$ cat config.mk
export PLATFORM = sky130hd
export DESIGN_NAME = hex_scan_ctrl
export DESIGN_NICKNAME = d
export VERILOG_FILES = /design/src/rtl/hex_scan_ctrl.sv
export SDC_FILE = /design/constraint.sdc
export NUM_CORES = 1
export LEC_CHECK = 0
export BUFFER_PORTS_ARGS = -buffer_cell sky130_fd_sc_hd__buf_4
export CORE_MARGIN = 2
export CORE_UTILIZATION = 60
export CTS_BUF_LIST = sky130_fd_sc_hd__clkbuf_2 sky130_fd_sc_hd__clkbuf_4 sky130_fd_sc_hd__clkbuf_8
export CTS_CLUSTER_DIAMETER = 100
export CTS_CLUSTER_SIZE = 16
export DETAILED_ROUTE_END_ITERATION = 10
export HOLD_SLACK_MARGIN = 0.02
export PLACE_DENSITY = 0.82
export SLEW_MARGIN = 20
export SYNTH_ARGS = -nofsm -noshare
export SYNTH_HDL_FRONTEND = slang
export SYNTH_SLANG_ARGS = --single-unit
$ cat constraint.sdc
create_clock -name clk -period 3.73 [get_ports clk]
set_clock_uncertainty 0.05 [all_clocks]
set_input_delay 0.373 -clock clk [delete_from_list [all_inputs] [get_ports clk]]
set_output_delay 0.373 -clock clk [all_outputs]
set_load 0.05 [all_outputs]
$ cat src/rtl/hex_scan_ctrl.sv
// Four-digit multiplexed 7-segment hex display scanner with a double-buffered value
// that only swaps at frame boundaries, plus optional leading-zero blanking.
module hex_scan_ctrl #(
  parameter int unsigned DIV = 50000
) (
  input  logic        clk,
  input  logic        reset,
  input  logic [15:0] value,
  input  logic        load,
  input  logic        enable,
  input  logic        blank_lz,
  output logic [6:0]  seg,
  output logic [3:0]  an,
  output logic        upd
);

  localparam int unsigned CW = (DIV > 2) ? $clog2(DIV) : 1;

  logic [CW-1:0] cnt_q, cnt_d;
  logic [1:0]    idx_q, idx_d;
  logic [15:0]   shadow_q, shadow_d;
  logic [15:0]   active_q, active_d;
  logic          pending_q, pending_d;
  logic [3:0]    an_q, an_d;
  logic [6:0]    seg_q, seg_d;
  logic          upd_q, upd_d;

  logic          tick, frame, swap, blank;
  logic [3:0]    nib;

  function automatic logic [6:0] glyph(input logic [3:0] d);
    logic [6:0] g;
    case (d)
      4'h0: g = 7'h40;
      4'h1: g = 7'h79;
      4'h2: g = 7'h24;
      4'h3: g = 7'h30;
      4'h4: g = 7'h19;
      4'h5: g = 7'h12;
      4'h6: g = 7'h02;
      4'h7: g = 7'h78;
      4'h8: g = 7'h00;
      4'h9: g = 7'h10;
      4'hA: g = 7'h08;
      4'hB: g = 7'h03;
      4'hC: g = 7'h46;
      4'hD: g = 7'h21;
      4'hE: g = 7'h06;
      default: g = 7'h0E;
    endcase
    return g;
  endfunction

  always_comb begin
    tick      = enable && (cnt_q == CW'(DIV - 1));
    frame     = tick && (idx_q == 2'd3);
    swap      = frame && (pending_q || load);

    cnt_d     = cnt_q;
    if (enable) cnt_d = tick ? '0 : cnt_q + CW'(1);
    idx_d     = tick ? idx_q + 2'd1 : idx_q;

    shadow_d  = load ? value : shadow_q;
    pending_d = swap ? 1'b0 : (load ? 1'b1 : pending_q);
    // A load on the boundary itself bypasses the shadow so it shows this frame.
    active_d  = swap ? (load ? value : shadow_q) : active_q;
    upd_d     = swap;

    nib   = 4'h0;
    blank = 1'b0;
    case (idx_q)
      2'd0: nib = active_q[3:0];
      2'd1: begin nib = active_q[7:4];   blank = (active_q[15:4] == 12'h000); end
      2'd2: begin nib = active_q[11:8];  blank = (active_q[15:8] == 8'h00);   end
      default: begin nib = active_q[15:12]; blank = (active_q[15:12] == 4'h0); end
    endcase
    blank = blank && blank_lz;

    an_d  = 4'b1111;
    seg_d = 7'h7F;
    if (enable && !blank) begin
      an_d  = ~(4'b0001 << idx_q);
      seg_d = glyph(nib);
    end
  end

  always_ff @(posedge clk or posedge reset) begin
    if (reset) begin
      cnt_q     <= '0;
      idx_q     <= 2'd0;
      shadow_q  <= 16'h0000;
      active_q  <= 16'h0000;
      pending_q <= 1'b0;
      an_q      <= 4'b1111;
      seg_q     <= 7'h7F;
      upd_q     <= 1'b0;
    end else begin
      cnt_q     <= cnt_d;
      idx_q     <= idx_d;
      shadow_q  <= shadow_d;
      active_q  <= active_d;
      pending_q <= pending_d;
      an_q      <= an_d;
      seg_q     <= seg_d;
      upd_q     <= upd_d;
    end
  end

  assign an  = an_q;
  assign seg = seg_q;
  assign upd = upd_q;

endmodule

---- Word-level counts from Yosys, hierarchy flattened ----
Memory sizes are Yosys's and may differ from the RTL's.
Index checks and enable logic that the tools add are counted.
cells by class
  add/sub/neg operators ................... 2
  equal/unequal tests ..................... 4
  shift operators ......................... 1
  multiplexer cells ....................... 8
  bitwise gates (word level) .............. 1
  reductions and logical operators ........ 12
operators by type and width
  operator                                                            number
  16-bit two-way mux                                                  2
  16-bit by 1-bit adder with 16-bit output (second input constant)    1
  16-bit == test (second input constant)                              1
  12-bit zero test                                                    1
  4-bit one-hot mux with 3 select lines                               1
  8-bit zero test                                                     1
  7-bit two-way mux                                                   1
  1-bit logical AND                                                   5
  2-bit == test (second input constant)                               2
  4-bit zero test                                                     1
  4-bit two-way mux                                                   1
  4-bit NOT                                                           1
  1-bit by 2-bit << shifter with 4-bit output (first input constant)  1
  1-bit one-hot mux with 3 select lines                               1
  2-bit by 1-bit adder with 2-bit output (second input constant)      1
  2-bit by 1-bit == test with 1-bit output (second input constant)    1
  2-bit zero test                                                     1
  1-bit two-way mux                                                   2
  2-bit nonzero test                                                  1
  1-bit zero test                                                     1
  1-bit logical OR                                                    1
word-level totals
  register bits ........................... 63
  bits in read-only memories .............. 112
  input port bits ......................... 21
  output and inout bits ................... 12
  memories kept ........................... 1
memory list
  memory           depth  width  rd ports  clocked after Yosys merged registers in  wr ports  line  text
  (no name shown)  16     7      1         0                                        0         33    case (d)

---- Longest topological paths before layout ----
Gate-level depths: netlist of the first run.
  word-level depth ........................ 6
  gate-level depth with buffers ........... 11
  mapped depth without buffers ............ 11

---- Worst setup path before layout of the first run ----
No wires, ideal clock.
  path kind ............................... reg2reg
  from .................................... register cnt_q[4]
  to ...................................... register active_q[0]
  library setup time ...................... 0.125 ns
  arrival ................................. 2.061 ns
  slack ................................... 1.494 ns
  cell stages (with the launch flop) ...... 7
  path buffers ............................ 2
  period minus slack after synthesis ...... 2.236 ns
  cells stage by stage .................... dfrtp_1 or4b_4 nor4b_4 and3b_1 buf_4 buf_12 mux2_4
between the ends
  word-level cells in the longest chain between the ends .. 4
RTL lines
  what                    line  text
  start, declared         19    logic [CW-1:0] cnt_q, cnt_d;
  start signal, assigned  98    cnt_q <= cnt_d;
  16-bit == test          55    tick = enable && (cnt_q == CW'(DIV - 1));
  1-bit logical AND       55
  1-bit logical AND       56    frame = tick && (idx_q == 2'd3);
  1-bit logical AND       57    swap = frame && (pending_q || load);
  net swap                28    logic tick, frame, swap, blank;
  end signal, assigned    101   active_q <= active_d;
  end, declared           22    logic [15:0] active_q, active_d;
The timed path passes the listed nets, and every way through them passes these cells.
A chain may end at the register's enable or synchronous reset.

---- Final worst setup path of the first run ----
  from .................................... register cnt_q[4]
  to ...................................... register active_q[12]
between the ends
  word-level cells in the longest chain between the ends .. 4
RTL lines
  what               line
  16-bit == test     55
  1-bit logical AND  55
  1-bit logical AND  56
  1-bit logical AND  57
Every way passes these cells.

==> impl_metrics.csv, run 1 <==
group,metric,value,unit
outcome,status,"completed",
final_layout,multi_input_area,1210,sq um
placement,dp_hpwl,3.65,mm
final_layout,final-seq-area,1590,sq um
yosys,synth-warning-count,0,
global_routing,grt_overflow,0,
clocking,htreeDepth,3,
final_layout,antennaDiodeCount,0,
route,first_pass_iters,4,
critical_path,crit_buf_inv,2,
final_layout,nNetsFinal,303,
critical_path,reg2reg_depth,6,
yosys,seq_area_frac_synth,54.9,%
clocking,postCtsSetupBuffers,0,
yosys,syn_area,2900,sq um
worst_hold_path,hold_path_class,"in -> async",
pwr,ir_drop,0.395,mV
clocking,cts_tree,"built",
route,wl_met2,2.45,mm
yosys,async_flop_share,100,%
critical_path,critPathMaxStageDelay,0.56,ns
route,viasPerCell,5.62,
floorplanning,die_x,73.5,microns
floorplanning,initial_utilization,61.8,%
critical_path,r2r-end,"active_q[12]",
route,wl_per_cell,15.9,microns
clocking,root_buffer,"clkbuf_8",
critical_path,cp.arrival,2.63,ns
final_layout,final_cell_count_no_fill,329,
clocking,clk_pin_slew,0.07,ns
global_routing,grt_max_degree,39,
sta,fmax,0.406,GHz
clocking,clk_latency,0.34,ns
floorplanning,pin_count,33,
floorplanning,rows,25,
yosys,ys_ff_latch,63,
critical_path,critPathKind,"reg -> reg",
clocking,cts.sinks,63,
route,wl,5.24,mm
floorplanning,die-area,5400,sq um
clocking,cts_resized,0,
yosys,synth_area_per_cell,12.5,sq um
pwr,power-per-cell-area,465,nW/um^2
final_layout,mostFrequentLayoutCells,"dfrtp_1 (52), buf_4 (35), mux2_2 (25)",
critical_path,cp_max_fo,17,
critical_path,rr_startpoint,"cnt_q[4]",
floorplanning,die_h,73.5,microns
placement,gp_congestion,0.862,
route,antenna_left,0,
sta,tns,0,ns
route,vias,1848,
route,maxUsedRoutingLayer,"met4",
clocking,clockBufferDepth,2,
placement,dp_cells,313,
critical_path,cpMostUsedCell,"buf_4",
job,cap_viol_max_count,0,
sta,timing_worst_slew_pin_value,0.766,ns
yosys,ys.flop_type,"dfrtp_1",
global_routing,grt_pass1_vias,1898,
critical_path,slowest_stage,"or4b_4",
final_layout,layout_commonest_cell,"dfrtp_1",
critical_path,critical_path.top_delay_family,"simple AND/OR/NAND/NOR gates",
final_layout,syn_to_final_growth,17.3,%
critical_path,endpoint_kind,"flip-flop",
final_layout,layout-drive-gt1-share,36.4,%
sta,post-route-period-util,66.0,%
critical_path,reg2reg_slack,1.27,ns
yosys,synth_cells,232,
floorplanning,coreArea,4690,sq um
sta,slew_violations,0,
critical_path,cp_data_required_time,3.90,ns
global_routing,antenna_found_initial,0,
route,wl_met1,2.52,mm
route,drc,0,
sta,setup_viol,0,
yosys,synth-edff-count,0,
sta,maxSlewHeadroom,48.9,%
sta,rsz0062_at_grt,"false",
pwr,p_leak,0.00161,uW
sta,finalCriticalPeriod,2.46,ns
route,drt_iter0_markers,112,
yosys,synth_cell_types,41,
critical_path,crit_chain,"or4b_4, nor4b_4, buf_4, and3b_1, buf_4, mux2_2",
placement,port_buffers,32,
global_routing,grt_pass1_wl,8.97,mm
global_routing,grt_usage,22.6,%
clocking,ctsHoldBuffers,0,
final_layout,fill_cells,307,
yosys,syn-num-nets,265,
sta,hold_violations,0,
route,wl_met3,146,microns
clocking,numCtsBuffers,9,
critical_path,startpoint_type,"flip-flop",
-- power by group --
group          internal, uW  switching (uW)
Clock                   377             268
Sequential              742            41.5
Combinational          75.6            78.0
-- final cells by class --
class                      instances  area share, %
timing repair buffer              35           7.73
multi-input combinational        149           35.7
clock inverter                     7           2.83
inverter                          12           1.32
sequential                        63           46.8
tap                               54           1.99
clock buffer                       9           3.64
-- synth_stat cells (2+ instances only) --
cell type | n | area (sq um)
xnor2_1 | 8 | 70.1
mux2_2 | 25 | 282
mux2i_1 | 2 | 20.0
a222oi_1 | 2 | 20.0
clkbuf_1 | 5 | 18.8
nand2_1 | 16 | 60.1
nor2_1 | 13 | 48.8
and3_1 | 3 | 18.8
mux2_4 | 9 | 135
ha_1 | 12 | 150
and4_1 | 3 | 26.3
xor2_1 | 5 | 43.8
o21ai_0 | 5 | 25.0
dfrtp_1 | 52 | 1300
inv_1 | 12 | 45.0
nand4_1 | 3 | 18.8
o211ai_1 | 3 | 22.5
nand3_1 | 8 | 40.0
a21oi_1 | 9 | 45.0
nor4_1 | 2 | 12.5
dfstp_2 | 11 | 289
a22oi_1 | 2 | 15.0
nor3_1 | 4 | 20.0
-- sequential cells by signal, summed over array words and instances (netlist names) --
name,flops
active_q,16
cnt_q,16
shadow_q,16
seg,7
an,4
idx_q,2
pending_q,1
upd,1
-- metal layers --
layer,GRT usage (%),vias up
met2,34.3,38
met4,12.3,0
li1,-,891
met1,30.5,909
met5,0,-
met3,4.66,10
-- through the flow --
stage               util [%]  hold slack [ns]  setup slack (ns)  total power [uW]  instance area [sq um]
floorplan                  -            0.401              1.49               899                   2900
global placement        67.8            0.427              1.31               944                   3180
detailed placement      67.8            0.432              1.29               951                   3180
CTS                     72.5            0.153              1.27              1590                   3400
global route            72.5            0.193              1.07              1650                   3400
finish                  72.5            0.125              1.27              1580                   3400
-- kinds of logic after synthesis --
| logic type | share of synthesized area [%] |
|---|---|
| simple gates | 11.1 |
| compound gates | 6.60 |
| mux | 15.1 |
| flops | 54.9 |
| buf+inv | 3.28 |
| xor+xnor | 3.93 |
| fa+ha+maj | 5.18 |
-- worst max path at each step --
| stage | startpoint | to | slack, ns | cells after the start |
|---|---|---|---|---|
| floorplan | cnt_q[4] | active_q[0] | 1.49 | 6 |
| global placement | cnt_q[4] | active_q[14] | 1.31 | 6 |
| detailed placement | cnt_q[4] | active_q[12] | 1.29 | 6 |
| CTS | cnt_q[4] | active_q[9] | 1.27 | 6 |
| global route | idx_q[0] | seg[3] | 1.07 | 11 |
| finish | cnt_q[4] | active_q[12] | 1.27 | 6 |
Note: power is estimated with default switching activity, not from simulation.
==> run 2, diff against run 1 <==
==> constraint.sdc (replaced) <==
create_clock -name clk -period 2.45 [get_ports clk]
set_clock_uncertainty 0.05 [all_clocks]
set_input_delay 0.245 -clock clk [delete_from_list [all_inputs] [get_ports clk]]
set_output_delay 0.245 -clock clk [all_outputs]
set_load 0.05 [all_outputs]
==> impl_metrics.csv, run 2 (same netlist as run 1, synthesis figures left out) <==
group,metric,value,unit
pwr,pwr-share-comb,9.9,%
clocking,htreeDepth,3,
pwr,internal-power,1900,uW
route,wl_per_cell,16.9,microns
final_layout,mostFrequentLayoutCells,"dfrtp_1 (52), buf_4 (34), mux2_2 (25)",
final_layout,nNetsFinal,305,
final_layout,top_regs,"active_q x16, cnt_q x16, shadow_q x16",
job,cap_viol_max_count,0,
final_layout,fill_cells,316,
final_layout,antennaDiodeCount,0,
route,antenna_left,0,
critical_path,critPathMaxStageDelay,0.48,ns
sta,slew_violations,0,
placement,port_buffers,32,
sta,tns,0,ns
worst_hold_path,hold_path_class,"in -> reg",
critical_path,crit_chain,"inv_1, ha_1, a222oi_1, mux2i_2, inv_1, nor3_1, o31ai_1",
global_routing,antenna_found_initial,0,
floorplanning,initial_utilization,61.8,%
critical_path,cp.arrival,2.44,ns
route,wl,5.58,mm
global_routing,grt_overflow,0,
route,drc,0,
clocking,cts_tree,"built",
critical_path,cp_data_required_time,2.63,ns
pwr,ir_drop,0.423,mV
clocking,clockBufferDepth,2,
clocking,clk_latency,0.33,ns
route,first_pass_iters,5,
critical_path,startpoint_type,"flip-flop",
final_layout,syn_to_final_growth,19.3,%
global_routing,grt_pass1_vias,1915,
critical_path,cp_num_cells,7,
final_layout,multi_input_area,1220,sq um
sta,finalCriticalPeriod,2.26,ns
placement,dp_hpwl,3.78,mm
pwr,power-per-cell-area,710,nW/um^2
clocking,postCtsSetupBuffers,0,
pwr,switchingPower,555,uW
pwr,clockPowerShare,41.5,%
sta,hold_violations,0,
outcome,status,"completed",
floorplanning,die_x,73.5,microns
global_routing,grt_usage,23.2,%
pwr,p_leak,0.00164,uW
sta,post-route-period-util,92.3,%
sta,rsz0062_at_grt,"false",
global_routing,grt_max_degree,41,
sta,maxSlewHeadroom,66.5,%
global_routing,grt_pass1_wl,9.26,mm
worst_hold_path,hold_depth,2,
floorplanning,die_h,73.5,microns
final_layout,layout_commonest_cell,"dfrtp_1",
pwr,share_seq_of_total_power,48.6,%
critical_path,reg2reg_depth,7,
sta,timing_worst_slew_pin_value,0.493,ns
floorplanning,coreArea,4690,sq um
final_layout,final-seq-area,1590,sq um
route,vias,1922,
sta,hold_ws,0.118,ns
critical_path,crit_buf_inv,2,
route,drt_iter0_markers,144,
pwr,p_sw_share,22.6,%
sta,setup_viol,0,
critical_path,cp_max_fo,10,
route,viasPerCell,5.81,
placement,gp_congestion,0.837,
critical_path,cpMostUsedCell,"inv_1",
clocking,numCtsBuffers,9,
critical_path,critical_path.top_delay_family,"compound AO/OA/AOI/OAI gates",
final_layout,layout-drive-gt1-share,37.2,%
clocking,cts.sinks,63,
clocking,root_buffer,"clkbuf_8",
critical_path,slowest_stage,"a222oi_1",
floorplanning,die-area,5400,sq um
floorplanning,pin_count,33,
critical_path,endpoint_kind,"flip-flop",
clocking,clk_pin_slew,0.07,ns
critical_path,critPathKind,"reg -> reg",
floorplanning,rows,25,
sta,fmax,0.442,GHz
==> run 2: cell type report <==
cell class	count	area share [%]
clock inverters	3	1.88
flip-flops and latches	63	46.0
clock buffers	13	4.81
inverters	12	1.30
well taps	54	1.95
repair buffers	37	8.83
multi-input cells	149	35.2
==> run 2: repair_timing <==
item,4_1_cts,5_1_grt
gates resized for setup,0,3
hold endpoints to repair,23,0
hold buffers,1,0
endpoints found under the setup margin,0,2
==> run 2: worst paths after layout <==
kind	startpoint	to	slack, ns
max reg2reg	idx_q[0]	seg[0]	0.19
max	idx_q[0]	seg[0]	0.19
min reg2reg	cnt_q[2]	cnt_q[2]	0.44
min in group asynchronous	reset	shadow_q[7]	0.46
max in group asynchronous	reset	an[3]	1.23
min	value[2]	shadow_q[2]	0.12
==> run 2: layer usage <==
| layer | GRT usage, % | vias to the layer above | routed length (microns) |
|---|---|---|---|
| li1 | - | 894 | - |
| met1 | 31.6 | 962 | 2580 |
| met2 | 36.3 | 57 | 2730 |
| met3 | 4.80 | 9 | 198 |
| met4 | 9.90 | 0 | 65 |
| met5 | 0 | - | 0 |
==> run 2: power groups by stage <==
| stage | Combinational, uW | Sequential [uW] | Clock (uW) |
|---|---|---|---|
| 2_1_floorplan | 150 | 1220 | 0 |
| 3_3_place_gp | 232 | 1210 | 0 |
| 3_5_place_dp | 244 | 1210 | 0 |
| 4_1_cts | 247 | 1190 | 1040 |
| 5_1_grt | 269 | 1200 | 1080 |
| 6_report | 243 | 1190 | 1020 |
==> run 2: through the flow <==
stage	instances	total power [uW]	cell area (sq um)	util, %	worst slack, ns
floorplan	232	1370	2900	-	0.214
global placement	314	1440	3210	68.5	0.184
CTS	331	2480	3450	73.6	0.0991
detailed placement	314	1460	3210	68.5	0.158
global route	331	2550	3460	73.7	0.0499
finish	331	2450	3460	73.7	0.189
==> run 3, diff against run 2 <==
--- a/config.mk
+++ b/config.mk
@@ -14,6 +14,7 @@
 export DETAILED_ROUTE_END_ITERATION = 10
 export HOLD_SLACK_MARGIN = 0.02
 export PLACE_DENSITY = 0.82
+export RECOVER_POWER = 100
 export SLEW_MARGIN = 20
 export SYNTH_ARGS = -nofsm -noshare
 export SYNTH_HDL_FRONTEND = slang
==> impl_metrics.csv, run 3 (same netlist as run 1, synthesis figures left out) <==
group,metric,value,unit
outcome,status,"completed",
sta,rsz0062_at_grt,"false",
placement,dp_hpwl,3.78,mm
route,drc,0,
global_routing,grt_usage,23.2,%
critical_path,cp_data_required_time,2.61,ns
critical_path,cp.arrival,2.43,ns
clocking,clockBufferDepth,2,
clocking,numCtsBuffers,9,
clocking,htreeDepth,3,
critical_path,endpoint_kind,"flip-flop",
sta,hold_violations,0,
final_layout,stdcell_area,3360,sq um
global_routing,grt_max_degree,41,
final_layout,syn_to_final_growth,15.9,%
route,drt_iter0_markers,117,
route,antenna_left,0,
critical_path,cp_num_cells,5,
floorplanning,initial_utilization,61.8,%
floorplanning,pin_count,33,
route,wl_per_cell,16.7,microns
floorplanning,die_h,73.5,microns
critical_path,critical_path.top_delay_family,"simple AND/OR/NAND/NOR gates",
critical_path,slowest_stage,"or4b_4",
job,cap_viol_max_count,0,
critical_path,reg2reg_depth,5,
route,viasPerCell,5.72,
pwr,power-per-cell-area,725,nW/um^2
final_layout,top_regs,"active_q x16, cnt_q x16, shadow_q x16",
final_layout,mostFrequentLayoutCells,"dfrtp_1 (52), mux2_2 (20), buf_4 (20)",
worst_hold_path,hold_path_class,"in -> reg",
final_layout,layout-drive-gt1-share,27.1,%
critical_path,critPathKind,"reg -> reg",
sta,maxSlewHeadroom,41.3,%
sta,tns,0,ns
clocking,clk_pin_slew,0.07,ns
sta,hold_ws,0.110,ns
global_routing,grt_pass1_vias,1915,
worst_hold_path,hold_depth,2,
placement,gp_congestion,0.837,
global_routing,antenna_found_initial,0,
clocking,root_buffer,"clkbuf_8",
critical_path,crit_chain,"or4b_4, nor4b_4, clkbuf_1, nor2_1, mux2_2",
global_routing,grt_overflow,0,
final_layout,antennaDiodeCount,0,
critical_path,critPathMaxStageDelay,0.56,ns
clocking,cts.sinks,63,
sta,timing_worst_slew_pin_value,0.881,ns
pwr,p_leak,0.00159,uW
route,wl,5.54,mm
sta,fmax,0.440,GHz
final_layout,layout_commonest_cell,"dfrtp_1",
critical_path,reg2reg_slack,0.18,ns
critical_path,startpoint_type,"flip-flop",
placement,postPlaceCellArea,3210,sq um
floorplanning,die_x,73.5,microns
clocking,postCtsSetupBuffers,0,
pwr,ir_drop,0.418,mV
global_routing,grt_pass1_wl,9.26,mm
placement,place_ws,0.158,ns
floorplanning,coreArea,4690,sq um
floorplanning,die-area,5400,sq um
sta,post-route-period-util,92.7,%
clocking,cts_tree,"built",
final_layout,nNetsFinal,305,
sta,finalCriticalPeriod,2.27,ns
placement,port_buffers,32,
route,vias,1894,
clocking,clk_latency,0.32,ns
sta,slew_violations,0,
floorplanning,rows,25,
sta,setup_viol,0,
critical_path,cp_max_fo,13,
critical_path,crit_buf_inv,1,
sta,fin_ws,0.178,ns
route,first_pass_iters,4,
-- run 3: cell types whose count changed in the layout (fill, tap and decap cells not counted), moves of 5 or more --
cell,before,now
mux2_1,0,14
clkbuf_1,0,13
mux2_2,25,20
mux2_4,9,0
buf_4,34,20
-- run 3: final timing paths --
check                                  from     endpoint
worst max-delay path               cnt_q[4]     cnt_q[0]
min in group asynchronous             reset  shadow_q[7]
worst min-delay path               value[2]  shadow_q[2]
worst max register to register     cnt_q[4]     cnt_q[0]
worst min register to register  shadow_q[2]  shadow_q[2]
max in group asynchronous             reset    pending_q
-- run 3: cell type report --
class | count | area (sq um)
Sequential cell | 63 | 1590
Fill cell | 346 | 1330
Multi-Input combinational cell | 149 | 1180
Timing Repair Buffer | 37 | 241
Clock buffer | 13 | 166
Tap cell | 54 | 67.6
Clock inverter | 3 | 65.1
Inverter | 12 | 45.0
-- run 3: timing repair --
action                     in CTS  in global routing
hold endpoints to repair       23                  0
setup endpoints to repair       0                  2
hold buffers                    1                  0
gates resized for setup         0                  3
-- run 3: per-stage QoR --
stage               power (uW)  std cells  utilization [%]
CTS                       2480        331             73.6
detailed placement        1460        314             68.5
floorplan                 1370        232                -
finish                    2430        331             71.6
global route              2540        331             71.6
global placement          1440        314             68.5
-- run 3: report_power, final --
part	switching [uW]	total [uW]	internal, uW
registers	63.1	1190	1130
clock network	360	1010	650
logic	123	231	109
-- run 3: metal layers --
metal	vias to the layer above	wire (microns)	GRT usage [%]	part of all wire, %
met4	0	39	9.90	0.70
li1	898	-	-	-
met3	4	215	4.80	3.9
met5	-	0	0	0
met1	949	2530	31.6	46
met2	43	2750	36.3	50
